--- config.mk ---
export PLATFORM = sky130hd
export DESIGN_NAME = dz_scan
export DESIGN_NICKNAME = d
export VERILOG_FILES = /design/src/rtl/dz_scan.sv
export SDC_FILE = /design/constraint.sdc
export NUM_CORES = 1
export LEC_CHECK = 0
export ABC_AREA = 1
export BUFFER_PORTS_ARGS = -buffer_cell sky130_fd_sc_hd__clkbuf_2
export CAP_MARGIN = 20
export CORE_AREA = 5 5 95 97
export DETAILED_ROUTE_END_ITERATION = 12
export DIE_AREA = 0 0 100 102
export MAX_ROUTING_LAYER = met4
export SKIP_LAST_GASP = 1
export SLEW_MARGIN = 20
export SYNTH_ARGS = -nofsm -noshare
export SYNTH_HDL_FRONTEND = slang
export SYNTH_SLANG_ARGS = --single-unit
--- constraint.sdc ---
create_clock -name clk -period 2.7 [get_ports clk]
set_input_delay 0.81 -clock clk [delete_from_list [all_inputs] [get_ports clk]]
set_output_delay 0.81 -clock clk [all_outputs]
set_load 0.005 [all_outputs]
--- src/rtl/dz_scan.sv ---
// ============================================================================
// Module   : dz_scan
// Brief    : 8x8 bicolour dot-matrix row-scan driver with frame-synchronous
//            image swap and per-row column blanking.
// Revision : 1.0 - initial release
// ============================================================================
`default_nettype none

module dz_scan #(
  parameter int SCAN_DIV  = 1000,
  parameter int BLANK_CYC = 2
) (
  input  logic       clk,
  input  logic       rst_n,
  input  logic       img_ld,
  input  logic [3:0] img_idx,
  input  logic       fail,
  output logic [7:0] row,
  output logic [7:0] colr,
  output logic [7:0] colg,
  output logic       frame_done
);

  localparam int             PCW     = $clog2(SCAN_DIV);
  localparam logic [PCW-1:0] PC_LAST = PCW'(SCAN_DIV - 1);
  localparam logic [3:0]     IMG_OFF = 4'd15;

  // Bitmap store; byte n of each 64-bit word is row n, bit n is column n.
  function automatic logic [7:0] rom_row(input logic [3:0] img, input logic [2:0] r);
    logic [63:0] bm;
    bm = 64'h0;
    case (img)
      4'd0:  bm = 64'h0000_0018_1800_0000;
      4'd1:  bm = 64'h0000_1824_2418_0000;
      4'd2:  bm = 64'h0018_2442_4224_1800;
      4'd3:  bm = 64'h0018_2452_4224_1800;
      4'd4:  bm = 64'h0018_2C52_4A34_1800;
      4'd5:  bm = 64'h003C_5A66_5A24_1800;
      4'd6:  bm = 64'h003C_4299_A542_2400;
      4'd7:  bm = 64'h0081_4224_1824_4281;
      4'd8:  bm = 64'h0066_FFFF_7E3C_1800;
      4'd9:  bm = 64'h0024_7EDB_FF7E_2442;
      4'd10: bm = 64'h0814_2241_7F41_4100;
      4'd11: bm = 64'h3C42_A581_A599_423C;
      4'd12: bm = 64'hAA55_AA55_AA55_AA55;
      4'd13: bm = 64'h8142_2418_1824_4281;
      4'd14: bm = 64'hFFFF_FFFF_FFFF_FFFF;
      default: bm = 64'h0;
    endcase
    return bm[{r, 3'b000} +: 8];
  endfunction

  logic [PCW-1:0] pc_q,        pc_d;
  logic [2:0]     row_idx_q,   row_idx_d;
  logic [3:0]     act_img_q,   act_img_d;
  logic           act_fail_q,  act_fail_d;
  logic [3:0]     pend_img_q,  pend_img_d;
  logic           pend_fail_q, pend_fail_d;
  logic           pend_v_q,    pend_v_d;
  logic [7:0]     row_q,       row_d;
  logic [7:0]     colr_q,      colr_d;
  logic [7:0]     colg_q,      colg_d;
  logic           frame_done_q, frame_done_d;

  logic           w_tick;
  logic           w_bnd;
  logic           w_blank;
  logic [7:0]     w_dots;

  generate
    if (BLANK_CYC > 0) begin : g_blank
      assign w_blank = (pc_q < PCW'(BLANK_CYC));
    end else begin : g_noblank
      assign w_blank = 1'b0;
    end
  endgenerate

  assign w_tick = (pc_q == PC_LAST);
  assign w_bnd  = w_tick && (row_idx_q == 3'd7);
  assign w_dots = w_blank ? 8'h00 : rom_row(act_img_q, row_idx_q);

  always_comb begin
    pc_d         = w_tick ? '0 : pc_q + 1'b1;
    row_idx_d    = w_tick ? row_idx_q + 3'd1 : row_idx_q;
    act_img_d    = act_img_q;
    act_fail_d   = act_fail_q;
    pend_img_d   = pend_img_q;
    pend_fail_d  = pend_fail_q;
    pend_v_d     = pend_v_q;

    // A load landing on the boundary goes straight to the active image.
    if (img_ld) begin
      if (w_bnd) begin
        act_img_d  = img_idx;
        act_fail_d = fail;
        pend_v_d   = 1'b0;
      end else begin
        pend_img_d  = img_idx;
        pend_fail_d = fail;
        pend_v_d    = 1'b1;
      end
    end else if (w_bnd && pend_v_q) begin
      act_img_d  = pend_img_q;
      act_fail_d = pend_fail_q;
      pend_v_d   = 1'b0;
    end

    row_d        = ~(8'd1 << row_idx_q);
    colr_d       = act_fail_q ? 8'h00 : w_dots;
    colg_d       = act_fail_q ? w_dots : 8'h00;
    frame_done_d = w_bnd;
  end

  always_ff @(posedge clk or negedge rst_n) begin
    if (!rst_n) begin
      pc_q         <= '0;
      row_idx_q    <= 3'd0;
      act_img_q    <= IMG_OFF;
      act_fail_q   <= 1'b0;
      pend_img_q   <= 4'd0;
      pend_fail_q  <= 1'b0;
      pend_v_q     <= 1'b0;
      row_q        <= 8'hFF;
      colr_q       <= 8'h00;
      colg_q       <= 8'h00;
      frame_done_q <= 1'b0;
    end else begin
      pc_q         <= pc_d;
      row_idx_q    <= row_idx_d;
      act_img_q    <= act_img_d;
      act_fail_q   <= act_fail_d;
      pend_img_q   <= pend_img_d;
      pend_fail_q  <= pend_fail_d;
      pend_v_q     <= pend_v_d;
      row_q        <= row_d;
      colr_q       <= colr_d;
      colg_q       <= colg_d;
      frame_done_q <= frame_done_d;
    end
  end

  assign row        = row_q;
  assign colr       = colr_q;
  assign colg       = colg_q;
  assign frame_done = frame_done_q;

endmodule

`default_nettype wire

==> summary.md <==
| Metric | Value |
|---|---|
| Slowest-stage cell, CP | sky130_fd_sc_hd__dfstp_2 |
| Fraction of registers with async set/reset | 100% |
| Synthesized instance count | 439 |
| Unique masters post-synth | 32 |
| Die Footprint | 10,200 um^2 |
| Inst Count DP | 564 |
| Utilization of the core after routing | 43.2% |
| Routed vias | 2,972 |
| Synthesized area | 3120 um^2 |
| Area growth, synth to finish | 11.5% |
| Sinks on the clock net | 49 |
| Count of hold-fix buffers inserted at cts | 0 |
| Crit-path max FO | 11 |
| Fraction of the cycle the final worst path needs | 79.9% |
| Root buffer selected by CTS | sky130_fd_sc_hd__clkbuf_8 |
| Fraction of final layout cells with drive strength greater than 1 | 16.7% |
| Max-cap check violation count | 0 |
| Share of the yosys chip area belonging to registers | 39.7% |
| Reg2reg setup slack | 540 ps |
| Commonest register cell after synthesis | sky130_fd_sc_hd__dfrtp_1 |
| Capture point of the worst reg-to-reg path | colr[6] |
| Post-route DRC | 0 |
| CP max stage delay | 640 ps |
| Remaining max-slew budget at the tightest pin | 48.4% |
| Setup tns final | 0 ps |
| Post-Place Setup Slack | 589 ps |
| Crit path arrival time | 2350 ps |
| Buffers plus inverters on the worst setup path | 1 |
| Setup-violating endpoint count in the final report | 0 |
| Number of routed nets with antenna violations | 0 |
| HPWL reported at the end of detailed placement | 6.00 mm |
| Average wire per cell in the routed design | 14.3 um |
| Ys Warns | 0 |
| Number of nets in the final layout | 488 |
| Initial antenna violation count | 0 |
| Setup Skew | 5.30 ps |
| Reg2reg start | act_img_q[0] |
| Number of buffers created by CTS | 5 |
| Height of the die | 102 um |
| Global Route Usage Sum | 17.2% |
| Number of enable flip-flop cells after synthesis | 0 |
| Setup ws final | 542 ps |
| Number of rows created at floorplan | 33 |
| Most frequent cells in the layout | sky130_fd_sc_hd__nand2_1 (138), sky130_fd_sc_hd__nand3_1 (75), sky130_fd_sc_hd__dfrtp_1 (37), sky130_fd_sc_hd__clkbuf_2 (32), sky130_fd_sc_hd__inv_1 (31) |
| Worst Setup Path Type | reg -> reg |
| Flip-flop and latch count after synthesis | 49 |
| H-tree depth | 2 |
| Number of port buffers | 32 |
| Number of gates given a new drive strength after cts | 0 |
| Die W | 100 um |
| TritonCTS clock tree | done |
| Cell depth of the worst min-delay path | 1 |
| Worst voltage drop across the vdd grid | 0.179 mV |
| Number of global-route vias before repair | 2,752 |
| Hold path startpoint | pc_q[0] |
| I/O pin cnt | 33 |
| Cell Chain, Critical Path | inv_1 -> ha_1 -> nand2_1 -> nand2_1 -> a21oi_1 -> nand2_1 -> nand2_1 -> nand2_1 -> nand3_1 -> nor2_1 |
| Result of the run | completed |
| Final GP Congestion | 0.990 |
| # diodes | 0 |
| Leading cell type in the layout, fill and taps excluded | sky130_fd_sc_hd__nand2_1 |
| Count of final hold-check violations | 0 |
| Power per Cell Area | 379 nW/um^2 |
| Maximum number of pins on one net before global-route repair | 50 |
| Worst min-delay path category | reg -> reg |
| Post-detailed-routing wire length | 8.19 mm |
| Least-Margin Pin Slew | 773 ps |
| Initial core utilization | 38.8% |
| Post-layout instance count excluding filler cells | 572 |
| Worst Reg2Reg Path Length in Cells | 10 |
| RSZ-0062 raised after global routing | no |
| Average via count per standard cell | 5.20 |
| Kind of capture point of the worst setup path | flip-flop |
| Iter 0 DRT Violations | 512 |
| Final worst path period need | 2160 ps |
| Total grt overflow | 0 |
| Cell family with the largest share of critical-path delay | simple AND/OR/NAND/NOR gates |
| Syn Nets | 461 |
| First drt pass iteration count | 5 |
| Syn Area/Cell | 7.11 um^2 |
| Post-CTS setup repair buffer count | 0 |
| Clock tree buffer depth | 2 |
| Core ar. | 8050 um^2 |
| Worst Hold End | pc_q[0] |
| Most repeated library cell on the critical path | sky130_fd_sc_hd__nand2_1 |
| Later-pin clock latency in the skew report | 310 ps |
| Number of pins with negative max-slew slack in the final report | 0 |
| Highest achievable clock rate | 463 MHz |
| Static leakage | 0.00173 uW |
| Required time reported for the critical path endpoint | 2890 ps |
| Clock transition at the registers of the reported paths | 90 ps |
| Startpoint type of the worst setup path | flip-flop |
| Wire length of the first global-routing pass | 13.7 mm |
metrics by stage:
step / hold WS, ps / power (uW) / area (um^2)
2_1_floorplan: 433 / 771 / 3120
3_3_place_gp: 448 / 793 / 3370
3_5_place_dp: 452 / 794 / 3370
4_1_cts: 466 / 1340 / 3480
5_1_grt: 494 / 1370 / 3480
6_report: 466 / 1320 / 3480
kinds of logic after synthesis:
logic type,after synthesis,share of synthesized area (%)
xor gates and xnor gates,2,0.561
DFF,49,39.7
AOI/OAI and AO/OA,47,7.77
and+or+nand+nor,272,38.7
buffers and inverters,55,7.61
adders and majority gates,14,5.61
power by group:
group          total [uW]  leakage [uW]  internal [uW]  switching [uW]
Clock                 541     0.0000585            278             263
Combinational        34.8       0.00106           10.2            24.6
Sequential            744      0.000614            741            2.80
cell usage after synthesis (2+ instances only):
master | instances | area [um^2]
sky130_fd_sc_hd__dfrtp_1 | 37 | 926
sky130_fd_sc_hd__nor2_2 | 3 | 18.8
sky130_fd_sc_hd__nand3_1 | 75 | 375
sky130_fd_sc_hd__xor2_1 | 2 | 17.5
sky130_fd_sc_hd__buf_2 | 7 | 35.0
sky130_fd_sc_hd__nor2_4 | 3 | 33.8
sky130_fd_sc_hd__buf_4 | 2 | 15.0
sky130_fd_sc_hd__inv_1 | 31 | 116
sky130_fd_sc_hd__nand3_2 | 2 | 20.0
sky130_fd_sc_hd__inv_2 | 3 | 11.3
sky130_fd_sc_hd__nand4_1 | 4 | 25.0
sky130_fd_sc_hd__ha_1 | 14 | 175
sky130_fd_sc_hd__buf_1 | 3 | 11.3
sky130_fd_sc_hd__o21ai_1 | 7 | 35.0
sky130_fd_sc_hd__clkbuf_1 | 6 | 22.5
sky130_fd_sc_hd__o21ai_0 | 17 | 85.1
sky130_fd_sc_hd__nand2_1 | 138 | 518
sky130_fd_sc_hd__buf_6 | 2 | 22.5
sky130_fd_sc_hd__nor2_1 | 30 | 113
sky130_fd_sc_hd__nand2_2 | 5 | 31.3
sky130_fd_sc_hd__o211ai_1 | 2 | 15.0
sky130_fd_sc_hd__nor3_1 | 7 | 35.0
sky130_fd_sc_hd__dfstp_2 | 12 | 315
sky130_fd_sc_hd__a21oi_1 | 19 | 95.1
how the worst max path moves through the flow:
stage / from / end / slack, ps / cells after the start
final: act_img_q[0] / colr[6] / 540 / 10
after global routing: act_img_q[0] / colr[6] / 250 / 10
after global placement: act_img_q[0] / colr[2] / 560 / 10
after detailed placement: act_img_q[0] / colr[6] / 590 / 10
after CTS: act_img_q[0] / colr[6] / 570 / 10
after floorplan: act_img_q[0] / colr[2] / 900 / 11
layer usage:
metal	wire length, um	track usage [%]	vias up	share of wire [%]
met3	623	3.48	32	7.6
met2	3630	25.2	136	44
li1	-	-	1473	-
met1	3660	23.2	1331	45
met4	274	7.46	0	3.3
met5	0	-	-	0
flip-flops by register name, summed over array words and instances (netlist names):
register,count
act_fail_q,1
act_img_q,4
colg,8
colr,8
frame_done,1
pc_q,10
pend_fail_q,1
pend_img_q,4
pend_v_q,1
row,8
row_idx_q,3
layout make-up:
| cell class | instances | area, um^2 |
|---|---|---|
| clock buffers | 5 | 68.8 |
| multi-input cells | 335 | 1640 |
| clock inverters | 3 | 43.8 |
| well taps | 105 | 131 |
| repair buffers | 40 | 220 |
| fillers | 857 | 4570 |
| inverters | 35 | 131 |
| flip-flops and latches | 49 | 1240 |
No activity file was read; power rests on OpenSTA's default activity.
